--- src/rtl/axi4_lite_pkg.sv ---
// Shared types for the AXI4-Lite register slave.
//   resp_t     : AXI response encoding driven on BRESP/RRESP.
//   wr_state_t : write-channel FSM state (WR_* constants).
//   rd_state_t : read-channel FSM state (RD_* constants).
package axi4_lite_pkg;

  typedef enum logic [1:0] {
    RESP_OKAY   = 2'b00,
    RESP_EXOKAY = 2'b01,
    RESP_SLVERR = 2'b10,
    RESP_DECERR = 2'b11
  } resp_t;

  typedef logic [1:0] wr_state_t;
  localparam wr_state_t WR_IDLE      = 2'd0;
  localparam wr_state_t WR_HAVE_ADDR = 2'd1;
  localparam wr_state_t WR_HAVE_DATA = 2'd2;
  localparam wr_state_t WR_RESP      = 2'd3;

  typedef logic [0:0] rd_state_t;
  localparam rd_state_t RD_IDLE = 1'b0;
  localparam rd_state_t RD_RESP = 1'b1;

endpackage

--- src/rtl/axi4_lite_reg_slave_if.sv ---
// AXI4-Lite bus bundle (AW, W, B, AR, R channels).
//   modport master : drives addresses, data, strobes, valids and response readies.
//   modport slave  : drives address/data readies and the B/R responses.
interface axi4_lite_if #(
  parameter int ADDR_WIDTH = 32,
  parameter int DATA_WIDTH = 32
);
  import axi4_lite_pkg::*;

  localparam int BYTES = DATA_WIDTH / 8;

  logic [ADDR_WIDTH-1:0] awaddr;
  logic                  awvalid;
  logic                  awready;
  logic [DATA_WIDTH-1:0] wdata;
  logic [BYTES-1:0]      wstrb;
  logic                  wvalid;
  logic                  wready;
  resp_t                 bresp;
  logic                  bvalid;
  logic                  bready;
  logic [ADDR_WIDTH-1:0] araddr;
  logic                  arvalid;
  logic                  arready;
  logic [DATA_WIDTH-1:0] rdata;
  resp_t                 rresp;
  logic                  rvalid;
  logic                  rready;

  modport master (
    output awaddr, awvalid, wdata, wstrb, wvalid, bready, araddr, arvalid, rready,
    input  awready, wready, bresp, bvalid, arready, rdata, rresp, rvalid
  );

  modport slave (
    input  awaddr, awvalid, wdata, wstrb, wvalid, bready, araddr, arvalid, rready,
    output awready, wready, bresp, bvalid, arready, rdata, rresp, rvalid
  );

endinterface

--- src/rtl/axi4_lite_reg_slave_reg_bank.sv ---
// Register storage with per-byte write strobes.
//   aclk, aresetn : clock, async active-low reset (clears every register)
//   we            : commit a write this edge
//   widx          : register index to write
//   wdata, wstrb  : write data and byte enables; unstrobed lanes keep their value
//   regs_o        : all registers flattened, reg i at [i*DATA_WIDTH +: DATA_WIDTH]
module axi4_lite_reg_bank #(
  parameter int DATA_WIDTH = 32,
  parameter int NUM_REGS   = 16,
  parameter int BYTES      = DATA_WIDTH / 8,
  parameter int IDX_W      = $clog2(NUM_REGS)
) (
  input  logic                           aclk,
  input  logic                           aresetn,
  input  logic                           we,
  input  logic [IDX_W-1:0]               widx,
  input  logic [DATA_WIDTH-1:0]          wdata,
  input  logic [BYTES-1:0]               wstrb,
  output logic [NUM_REGS*DATA_WIDTH-1:0] regs_o
);

  logic [DATA_WIDTH-1:0] regs [NUM_REGS];

  // NOTE: this storage is reset because the all-zero register state is visible
  // on regs_o and to reads straight after reset; a plain RAM would not be.
  // NOTE: sequential state uses non-blocking assignments so every register
  // samples pre-edge values regardless of block evaluation order.
  always_ff @(posedge aclk or negedge aresetn) begin
    if (!aresetn) begin
      for (int i = 0; i < NUM_REGS; i++) regs[i] <= '0;
    end else if (we) begin
      for (int b = 0; b < BYTES; b++) begin
        if (wstrb[b]) regs[widx][8*b +: 8] <= wdata[8*b +: 8];
      end
    end
  end

  for (genvar g = 0; g < NUM_REGS; g++) begin : g_flat
    assign regs_o[g*DATA_WIDTH +: DATA_WIDTH] = regs[g];
  end

endmodule

--- src/rtl/axi4_lite_reg_slave.sv ---
// AXI4-Lite slave exposing NUM_REGS memory-mapped registers.
//   aclk, aresetn : clock, async active-low reset
//   axi           : AXI4-Lite slave modport (AW/W/B write path, AR/R read path)
//   regs_o        : all registers flattened, reg i at [i*DATA_WIDTH +: DATA_WIDTH]
// Write and read FSMs run independently; AW and W may arrive in either order.
module axi4_lite_reg_slave
  import axi4_lite_pkg::*;
#(
  parameter int ADDR_WIDTH = 32,
  parameter int DATA_WIDTH = 32,
  parameter int NUM_REGS   = 16
) (
  input  logic                           aclk,
  input  logic                           aresetn,
  axi4_lite_if.slave                     axi,
  output logic [NUM_REGS*DATA_WIDTH-1:0] regs_o
);

  localparam int BYTES   = DATA_WIDTH / 8;
  localparam int IDX_LSB = $clog2(BYTES);
  localparam int IDX_W   = $clog2(NUM_REGS);

  // In range when no address bit above the register index is set,
  // i.e. addr < NUM_REGS*BYTES.
  function automatic logic in_range(input logic [ADDR_WIDTH-1:0] addr);
    return (addr >> (IDX_LSB + IDX_W)) == '0;
  endfunction

  // ---------------- write path ----------------
  wr_state_t             wr_state;
  logic [ADDR_WIDTH-1:0] aw_addr_q;
  logic [DATA_WIDTH-1:0] w_data_q;
  logic [BYTES-1:0]      w_strb_q;
  resp_t                 bresp_q;

  logic                  aw_hs, w_hs, wr_fire, wr_ok;
  logic [ADDR_WIDTH-1:0] wr_addr;
  logic [DATA_WIDTH-1:0] wr_data;
  logic [BYTES-1:0]      wr_strb;

  // Readies are gated by reset so nothing is accepted while it is asserted.
  assign axi.awready = aresetn && (wr_state == WR_IDLE || wr_state == WR_HAVE_DATA);
  assign axi.wready  = aresetn && (wr_state == WR_IDLE || wr_state == WR_HAVE_ADDR);
  assign axi.bvalid  = (wr_state == WR_RESP);
  assign axi.bresp   = bresp_q;

  assign aw_hs = axi.awvalid && axi.awready;
  assign w_hs  = axi.wvalid && axi.wready;

  // The half that arrived first is taken from its capture register, the
  // completing half straight off the bus, so the write lands on that edge.
  assign wr_addr = (wr_state == WR_HAVE_ADDR) ? aw_addr_q : axi.awaddr;
  assign wr_data = (wr_state == WR_HAVE_DATA) ? w_data_q  : axi.wdata;
  assign wr_strb = (wr_state == WR_HAVE_DATA) ? w_strb_q  : axi.wstrb;
  assign wr_ok   = in_range(wr_addr);
  assign wr_fire = (wr_state == WR_IDLE      && aw_hs && w_hs) ||
                   (wr_state == WR_HAVE_ADDR && w_hs)          ||
                   (wr_state == WR_HAVE_DATA && aw_hs);

  always_ff @(posedge aclk or negedge aresetn) begin
    if (!aresetn) begin
      wr_state  <= WR_IDLE;
      aw_addr_q <= '0;
      w_data_q  <= '0;
      w_strb_q  <= '0;
      bresp_q   <= RESP_OKAY;
    end else begin
      if (aw_hs) aw_addr_q <= axi.awaddr;
      if (w_hs) begin
        w_data_q <= axi.wdata;
        w_strb_q <= axi.wstrb;
      end
      if (wr_fire) bresp_q <= wr_ok ? RESP_OKAY : RESP_SLVERR;

      case (wr_state)
        WR_IDLE: begin
          if (aw_hs && w_hs) wr_state <= WR_RESP;
          else if (aw_hs)    wr_state <= WR_HAVE_ADDR;
          else if (w_hs)     wr_state <= WR_HAVE_DATA;
        end
        WR_HAVE_ADDR: if (w_hs)       wr_state <= WR_RESP;
        WR_HAVE_DATA: if (aw_hs)      wr_state <= WR_RESP;
        WR_RESP:      if (axi.bready) wr_state <= WR_IDLE;
        default:                      wr_state <= WR_IDLE;
      endcase
    end
  end

  axi4_lite_reg_bank #(
    .DATA_WIDTH (DATA_WIDTH),
    .NUM_REGS   (NUM_REGS)
  ) u_bank (
    .aclk    (aclk),
    .aresetn (aresetn),
    .we      (wr_fire && wr_ok),
    .widx    (wr_addr[IDX_LSB +: IDX_W]),
    .wdata   (wr_data),
    .wstrb   (wr_strb),
    .regs_o  (regs_o)
  );

  // ---------------- read path ----------------
  rd_state_t             rd_state;
  logic [DATA_WIDTH-1:0] rdata_q;
  resp_t                 rresp_q;
  logic                  ar_hs, rd_ok;
  logic [IDX_W-1:0]      rd_idx;

  assign axi.arready = aresetn && (rd_state == RD_IDLE);
  assign axi.rvalid  = (rd_state == RD_RESP);
  assign axi.rdata   = rdata_q;
  assign axi.rresp   = rresp_q;

  assign ar_hs  = axi.arvalid && axi.arready;
  assign rd_ok  = in_range(axi.araddr);
  assign rd_idx = axi.araddr[IDX_LSB +: IDX_W];

  // Data is sampled from the pre-edge registers, so a read racing a write to
  // the same register returns the old value.
  always_ff @(posedge aclk or negedge aresetn) begin
    if (!aresetn) begin
      rd_state <= RD_IDLE;
      rdata_q  <= '0;
      rresp_q  <= RESP_OKAY;
    end else begin
      case (rd_state)
        RD_IDLE: begin
          if (ar_hs) begin
            rd_state <= RD_RESP;
            rdata_q  <= rd_ok ? regs_o[rd_idx*DATA_WIDTH +: DATA_WIDTH] : '0;
            rresp_q  <= rd_ok ? RESP_OKAY : RESP_SLVERR;
          end
        end
        RD_RESP: if (axi.rready) rd_state <= RD_IDLE;
        default:                 rd_state <= RD_IDLE;
      endcase
    end
  end

endmodule

--- src/flat_wrapper.sv ---
// flat-port wrapper written by rule: the top's interface ports become plain ports
module axi4_lite_reg_slave_flat import axi4_lite_pkg::*;
#(
  parameter int ADDR_WIDTH = 32,
  parameter int DATA_WIDTH = 32,
  parameter int NUM_REGS   = 16
)
  (aclk, aresetn, regs_o, axi_awaddr, axi_awvalid, axi_wdata, axi_wstrb, axi_wvalid, axi_bready, axi_araddr, axi_arvalid, axi_rready, axi_awready, axi_wready, axi_bresp, axi_bvalid, axi_arready, axi_rdata, axi_rresp, axi_rvalid);
  axi4_lite_if #(.ADDR_WIDTH(ADDR_WIDTH), .DATA_WIDTH(DATA_WIDTH)) axi_i ();
  input  logic aclk;
  input  logic aresetn;
  output logic [NUM_REGS*DATA_WIDTH-1:0] regs_o;
  input wire logic [$bits(axi_i.awaddr)-1:0] axi_awaddr;
  input wire logic [$bits(axi_i.awvalid)-1:0] axi_awvalid;
  input wire logic [$bits(axi_i.wdata)-1:0] axi_wdata;
  input wire logic [$bits(axi_i.wstrb)-1:0] axi_wstrb;
  input wire logic [$bits(axi_i.wvalid)-1:0] axi_wvalid;
  input wire logic [$bits(axi_i.bready)-1:0] axi_bready;
  input wire logic [$bits(axi_i.araddr)-1:0] axi_araddr;
  input wire logic [$bits(axi_i.arvalid)-1:0] axi_arvalid;
  input wire logic [$bits(axi_i.rready)-1:0] axi_rready;
  output wire logic [$bits(axi_i.awready)-1:0] axi_awready;
  output wire logic [$bits(axi_i.wready)-1:0] axi_wready;
  output wire logic [$bits(axi_i.bresp)-1:0] axi_bresp;
  output wire logic [$bits(axi_i.bvalid)-1:0] axi_bvalid;
  output wire logic [$bits(axi_i.arready)-1:0] axi_arready;
  output wire logic [$bits(axi_i.rdata)-1:0] axi_rdata;
  output wire logic [$bits(axi_i.rresp)-1:0] axi_rresp;
  output wire logic [$bits(axi_i.rvalid)-1:0] axi_rvalid;
  assign axi_i.awaddr = axi_awaddr;
  assign axi_i.awvalid = axi_awvalid;
  assign axi_i.wdata = axi_wdata;
  assign axi_i.wstrb = axi_wstrb;
  assign axi_i.wvalid = axi_wvalid;
  assign axi_i.bready = axi_bready;
  assign axi_i.araddr = axi_araddr;
  assign axi_i.arvalid = axi_arvalid;
  assign axi_i.rready = axi_rready;
  assign axi_awready = axi_i.awready;
  assign axi_wready = axi_i.wready;
  assign axi_bresp = axi_i.bresp;
  assign axi_bvalid = axi_i.bvalid;
  assign axi_arready = axi_i.arready;
  assign axi_rdata = axi_i.rdata;
  assign axi_rresp = axi_i.rresp;
  assign axi_rvalid = axi_i.rvalid;
  axi4_lite_reg_slave #(.ADDR_WIDTH(ADDR_WIDTH), .DATA_WIDTH(DATA_WIDTH), .NUM_REGS(NUM_REGS)) u_core (.aclk(aclk), .aresetn(aresetn), .axi(axi_i), .regs_o(regs_o));
endmodule
--- config.mk ---
export PLATFORM = sky130hd
export DESIGN_NAME = axi4_lite_reg_slave_flat
export DESIGN_NICKNAME = d
export VERILOG_FILES = /design/src/rtl/axi4_lite_pkg.sv /design/src/rtl/axi4_lite_reg_slave_if.sv /design/src/rtl/axi4_lite_reg_slave_reg_bank.sv /design/src/rtl/axi4_lite_reg_slave.sv /design/src/flat_wrapper.sv
export SDC_FILE = /design/constraint.sdc
export NUM_CORES = 1
export LEC_CHECK = 0
export CAP_MARGIN = 15
export CORE_MARGIN = 1
export CORE_UTILIZATION = 30
export CTS_BUF_LIST = sky130_fd_sc_hd__clkbuf_8
export DETAILED_ROUTE_END_ITERATION = 12
export PLACE_DENSITY_LB_ADDON = 0.2
export SLEW_MARGIN = 10
export SYNTH_ARGS = -nofsm -noshare
export SYNTH_HDL_FRONTEND = slang
export SYNTH_HIERARCHICAL = 1
export SYNTH_SLANG_ARGS = --single-unit
--- constraint.sdc ---
create_clock -name aclk -period 2.7 [get_ports aclk]
set_input_delay 0.54 -clock aclk [delete_from_list [all_inputs] [get_ports aclk]]
set_output_delay 0.54 -clock aclk [all_outputs]
set_load 0.02 [all_outputs]
==> impl_metrics.yaml, run 1 <==
power_and_ir_drop:
  p_switching_mw: 7.52
  p_int_mw: 16.4
  irDropWorstVdd_mv: 0.301
  power.share.clock_pct: 37.2
  power_leakage_nw: 18.8
  seqPwrFrac_pct: 41.9
  power_density_nw_per_um2: 568
  sw_frac_of_total_pct: 31.5
  power_mw: 23.9
  pwr-share-comb_pct: 20.9
min_path:
  hold_start: "aresetn"
  worst_hold_path_type: "input port to register"
critical_path:
  crit_start: "u_core/wr_state[1]"
  r2r_setup_slack_ps: -240
  critPathCaptureType: "register"
  worstPathRequired_ps: 3300
  reg2reg_from: "u_core/wr_state[1]"
  reg2reg_to: "u_core/u_bank/regs_o[156]"
  startpoint_type: "register"
  worst_ep_arrival_time_ps: 3550
  worst-setup-path-type: "register to register"
  reg2reg_depth: 11
  cp-endpoint: "u_core/u_bank/regs_o[156]"
  cp_max_fo: 8
sta:
  timing.final.crit_share_pct: 109
  finalCriticalPeriod_ps: 2940
  grt_setup_unrepaired: "yes"
  slew_headroom_pct: 30.4
  hold_viol_final: 0
  max_freq_mhz: 340
  setup_slack_ps: -245
  setup_violations: 489
  fin_worst_skew_ps: 37.8
  tightest_slew_ps: 1040
  timing.hold.ws_ps: 180
  finalMaxSlewViolations: 0
place:
  dp_hpwl_mm: 78.3
  place_ws_ps: -796
  port_buffers: 653
  place_congestion: 0.871
synthesis:
  synth_warnings: 6
  synthFlopType: "dfrtp_1"
  synth-edff-count: 0
  postSynth.asyncResetShare_pct: 100
  synthCells: 1823
  syn-cell-area_um2: 28100
  synth.avg_cell_area_um2: 15.4
  synth.distinct_cells: 48
  yosysSeqAreaShare_pct: 54.8
  yosys_register_bits: 615
cts:
  clkTransAtPathRegs_ps: 60
  cts_tree: "yes"
  clockBufferDepth: 3
  cts-root-buf: "clkbuf_8"
  cts_num_sinks: 615
  worstSkewPairLatency_ps: 730
  htreeDepth: 3
  cts_made_buffers: 110
run_status:
  status: "finished, violations left"
  violations: "negative setup slack"
layout:
  final_common_cell: "clkdlybuf4s50_1"
  area_growth_syn_to_layout_pct: 49.8
  fin_nets: 2767
  n_fill_cell: 8228
  drive_above_1_share_pct: 42.4
  final_cell_mix: "clkdlybuf4s50_1, dfrtp_1, mux2_4, mux2_2, clkbuf_8"
grt:
  grt_pass1_vias: 22100
  antenna_found_initial: 7
  grt_first_pass_wirelength_mm: 161
  gr-usage-all-layers_pct: 23.2
  overflow: 0
  grt_max_degree: 168
die:
  fp.dieH_um: 308
  coreArea_um2: 92200
  io_pins: 660
  die-area_um2: 94800
  rows: 111
  die_w_um: 308
  initial_core_util_pct: 30.4
drt:
  finalWirelength_mm: 111
  remaining_drc_errors: 0
  via_count: 20200
  first_pass_iters: 5
  drt-initial-drc-count: 1152
  avgRoutedWirePerCell_um: 27.9
  viasPerCell: 5.08
  antenna_left: 0
flow_run:
  maxCapViolCount: 0
==> worst min-delay path by stage <==
stage | to | slack (ps) | cells past startpoint
CTS | u_core/axi.bresp[1] | 90 | 3
global placement | u_core/u_bank/regs_o[443] | 400 | 1
detailed placement | u_core/u_bank/regs_o[443] | 400 | 1
finish | u_core/axi.bresp[1] | 180 | 3
global route | u_core/axi.bresp[1] | 130 | 3
floorplan | u_core/aw_addr_q[10] | 240 | 0
==> final cells by class <==
| type | instances | area, µm² | share of cell area (%) |
|---|---|---|---|
| repair buffers | 833 | 9080 | 21.6 |
| flip-flops and latches | 615 | 15400 | 36.6 |
| clock inverters | 48 | 263 | 0.625 |
| well taps | 1243 | 1560 | 3.70 |
| clock buffers | 144 | 1980 | 4.71 |
| inverters | 5 | 18.8 | 0.0446 |
| multi-input cells | 1090 | 13700 | 32.7 |
| diodes | 3 | 7.51 | 0.0179 |
==> cells in the mapped netlist (2+ instances only) <==
cell type,count,area [µm²]
nand4b_4,6,143
buf_6,12,135
mux2_1,9,101
nor2_2,6,37.5
dfrtp_1,615,15400
buf_2,15,75.1
ha_1,5,62.6
nand4_1,3,18.8
nand4_4,3,63.8
mux4_2,128,2880
a22oi_1,62,465
nand2b_1,8,50.1
nand3_2,3,30.0
buf_4,10,75.1
and4bb_2,4,50.1
nor2_4,36,405
inv_1,5,18.8
nor2b_1,6,37.5
nand4b_1,2,17.5
o21a_1,2,15.0
nor4b_1,2,17.5
mux2i_1,3,30.0
mux2_2,580,6530
a22o_1,33,289
a21oi_1,5,25.0
buf_1,6,22.5
nand2_1,138,518
nor2_1,12,45.0
clkbuf_1,71,267
nor4_1,15,93.8
==> metal layers <==
metal	track usage [%]	wire, µm	vias to the layer above
li1	-	-	8471
met1	29.5	46000	10800
met2	38.7	55000	777
met3	6.06	7460	169
met4	6.58	2640	8
met5	0	55	-
==> cells by family after synthesis <==
| logic type | count (synthesis) | share of synthesized area [%] |
|---|---|---|
| buffers and inverters | 119 | 2.11 |
| adders and majority gates | 5 | 0.223 |
| other | 1 | 0.0134 |
| DFF | 615 | 54.8 |
| and+or+nand+nor | 254 | 5.76 |
| AOI/OAI and AO/OA | 109 | 3.03 |
| muxes | 720 | 34.0 |
==> power by group through the flow <==
stage | combinational (mW) | sequential [mW] | clock (mW)
floorplan | 2.59 | 10.1 | 0
finish | 4.99 | 9.99 | 8.89
global route | 5.35 | 10.0 | 9.57
global placement | 4.63 | 10.1 | 0
detailed placement | 4.72 | 10.1 | 0
CTS | 5.03 | 9.97 | 9.14
==> registers in the layout (all words and copies together) (netlist names) <==
name	flops
u_core/axi.rvalid	1
u_core/axi.bresp	1
u_core/u_bank/regs_o	512
u_core/axi.rresp	1
u_core/w_strb_q	4
u_core/w_data_q	32
u_core/axi.rdata	32
u_core/wr_state	2
u_core/aw_addr_q	30
==> critical path, stage by stage, from the launching register on <==
cell,delay [ps]
dfrtp_1,390
inv_2,90
ha_4,160
buf_6,120
nor4b_2,210
nand4_1,160
nor4_2,190
o2111a_2,330
buf_12,150
nand4b_1,180
or3_4,510
mux2_4,320
==> metrics by stage <==
step                      utilization [%]  instance area (µm²)  TNS (ps)  std cells
after floorplan                         -                28100         0       1824
after global placement               41.1                37900   -313410       3773
after detailed placement             41.1                37900   -341860       3773
after CTS                            45.5                41900    -81960       3977
after global routing                 45.6                42000    -96520       3980
final                                45.6                42000    -49150       3981
==> timing repair <==
action,CTS,global route
resized for setup,442,30
setup buffers,12,2
pin swaps,53,30
hold endpoints to repair,95,0
gates cloned,1,0
hold buffers,2,0
setup endpoints to repair,514,515
Note: power is estimated with default switching activity, not from simulation.
==> run 2, diff against run 1 <==
--- a/config.mk
+++ b/config.mk
@@ -9,6 +9,7 @@
 export CORE_MARGIN = 1
 export CORE_UTILIZATION = 30
 export CTS_BUF_LIST = sky130_fd_sc_hd__clkbuf_8
+export CTS_CLUSTER_DIAMETER = 40
 export DETAILED_ROUTE_END_ITERATION = 12
 export PLACE_DENSITY_LB_ADDON = 0.2
 export SLEW_MARGIN = 10
==> run 2 against run 1 <==
  * The flow still finishes with violations (negative setup slack)
  * Sequential power hardly changed
  * Worst setup slack better by 32 ps
  * Power rose by 5.0%
  * Clock power up 14%
  * Die area is the same
  * Non-clock buffer count is the same
  * Count of clock-buffer cells in the layout increased by 10
  * Critical path type unchanged
==> impl_metrics.yaml, run 2 (synthesis gave the netlist of run 1 again) <==
run_status:
  status: "finished, violations left"
  violations: "negative setup slack"
layout:
  n_fill_cell: 8190
  largest_reg_flops: 512
  final_common_cell: "clkdlybuf4s50_1"
  final_area_um2: 42400
  area_growth_syn_to_layout_pct: 51.2
  fin_nets: 2776
  final_cell_mix: "clkdlybuf4s50_1, dfrtp_1, mux2_4, mux2_2, clkbuf_8"
  drive_above_1_share_pct: 43.2
drt:
  antenna_left: 0
  drt-initial-drc-count: 1086
  finalWirelength_mm: 111
  first_pass_iters: 5
  viasPerCell: 5.08
  remaining_drc_errors: 0
  via_count: 20400
  avgRoutedWirePerCell_um: 27.8
sta:
  setup_violations: 475
  finalCriticalPeriod_ps: 2910
  slew_headroom_pct: 25.8
  tightest_slew_ps: 1110
  grt_setup_unrepaired: "yes"
  finalMaxSlewViolations: 0
  setup_slack_ps: -213
  setup-tns-final_ps: -35140
  hold_viol_final: 0
  max_freq_mhz: 343
  timing.final.crit_share_pct: 108
  fin_worst_skew_ps: 51.1
critical_path:
  critPathBufInv: 5
  worstPathRequired_ps: 3310
  cp_slowest_cell: "dfrtp_1"
  worst-setup-path-type: "register to register"
  startpoint_type: "register"
  reg2reg_from: "u_core/wr_state[1]"
  r2r_setup_slack_ps: -210
  reg2reg_depth: 13
  max_stage_delay_ps: 390
  reg2reg_to: "u_core/u_bank/regs_o[223]"
  worst_ep_arrival_time_ps: 3520
  path_cells: "inv_2 > ha_4 > buf_6 > nor4b_2 > nand4_1 > nor4_2 > o2111a_2 > buf_12 > nand4b_1 > buf_4 > nor2_2 > buf_6 > mux2_4"
  crit_family: "simple AND/OR/NAND/NOR gates"
  cp_max_fo: 8
  cpMostUsedCell: "buf_6"
  critPathCaptureType: "register"
power_and_ir_drop:
  seqPwrFrac_pct: 39.9
  power_leakage_nw: 19.0
  p_int_mw: 17.3
  p_switching_mw: 7.74
  sw_frac_of_total_pct: 30.9
  irDropWorstVdd_mv: 0.376
  power.share.clock_pct: 40.2
  power_mw: 25.1
  pwr-share-comb_pct: 19.9
  power_density_nw_per_um2: 591
grt:
  grt_max_degree: 168
  grt_first_pass_wirelength_mm: 161
  grt_pass1_vias: 22200
  gr-usage-all-layers_pct: 23.2
  antenna_found_initial: 9
  overflow: 0
cts:
  clockBufferDepth: 3
  cts-root-buf: "clkbuf_8"
  cts_made_buffers: 119
  cts_tree: "yes"
  worstSkewPairLatency_ps: 760
  cts_num_sinks: 615
  htreeDepth: 3
  clkTransAtPathRegs_ps: 60
die:
  io_pins: 660
  coreArea_um2: 92200
  die-area_um2: 94800
  fp.dieH_um: 308
  die_w_um: 308
  rows: 111
  initial_core_util_pct: 30.4
min_path:
  hold_start: "aresetn"
  worst_hold_path_type: "input port to register"
  hold_depth: 3
  worstHoldEndpoint: "u_core/axi.bresp[1]"
place:
  placed_area_um2: 37900
  port_buffers: 653
  dp_hpwl_mm: 78.3
  place_congestion: 0.871
flow_run:
  maxCapViolCount: 0
==> run 2: cell count changes in the layout (fill, tap and decap cells not counted), moves of 5 or more <==
| cell | previous run | this run |
|---|---|---|
| bufinv_16 | 1 | 7 |
| clkinv_2 | 9 | 16 |
| clkbuf_8 | 144 | 154 |
| inv_1 | 34 | 29 |
| clkinv_4 | 1 | 6 |
==> run 2: routing by layer <==
layer	vias up	global-route usage, %	wire, µm
met3	186	6.04	7780
li1	8513	-	-
met1	10800	29.4	45400
met2	816	38.8	55200
met5	-	0	47
met4	8	7.05	2870
==> run 2: worst max path at each step <==
| stage | startpoint | slack (ps) | end | cells past startpoint |
|---|---|---|---|---|
| 2_1_floorplan | u_core/wr_state[1] | 4 | u_core/u_bank/regs_o[192] | 11 |
| 3_3_place_gp | axi_awaddr[10] | -710 | u_core/u_bank/regs_o[203] | 9 |
| 3_5_place_dp | axi_awaddr[10] | -800 | u_core/u_bank/regs_o[159] | 9 |
| 4_1_cts | u_core/wr_state[0] | -210 | u_core/u_bank/regs_o[174] | 11 |
| 5_1_grt | u_core/wr_state[1] | -310 | u_core/u_bank/regs_o[216] | 13 |
| 6_report | u_core/wr_state[1] | -210 | u_core/u_bank/regs_o[223] | 13 |
==> run 2: timing repair <==
action | 4_1_cts | 5_1_grt
gates cloned | 1 | 0
hold buffers | 1 | 0
setup endpoints to repair | 514 | 742
pin swaps | 50 | 34
resized for setup | 424 | 44
setup buffers | 12 | 3
endpoints found under the hold margin | 140 | 0
==> run 2: final cells by class <==
cell class                      count  area, µm²  share of cell area, %
Multi-Input combinational cell   1090      13700                   32.4
Inverter                            5       18.8                 0.0442
Sequential cell                   615      15400                   36.3
Tap cell                         1243       1560                   3.67
Timing Repair Buffer              833       9080                   21.4
Antenna cell                        5       12.5                 0.0295
Clock inverter                     64        518                   1.22
Clock buffer                      154       2120                   5.00
==> run 2: tightest hold or removal path, stage by stage <==
cell and delay, ps:
buf_8 150, a21oi_1 80, nor2_1 80
==> run 2: power by group through the flow <==
| stage | sequential, mW | combinational [mW] | clock (mW) |
|---|---|---|---|
| 4_1_cts | 9.97 | 5.02 | 10.3 |
| 3_5_place_dp | 10.1 | 4.72 | 0 |
| 2_1_floorplan | 10.1 | 2.59 | 0 |
| 6_report | 9.99 | 4.99 | 10.1 |
| 5_1_grt | 10.0 | 5.36 | 10.8 |
| 3_3_place_gp | 10.1 | 4.63 | 0 |
==> run 2: through the flow <==
stage               setup slack (ps)  util (%)  std cells  hold WS, ps
detailed placement              -796      41.1       3773          404
CTS                             -215      45.8       4002         90.9
floorplan                       4.01         -       1824          244
finish                          -213      46.0       4009          176
global placement                -707      41.1       3773          401
global route                    -307      46.0       4008          127
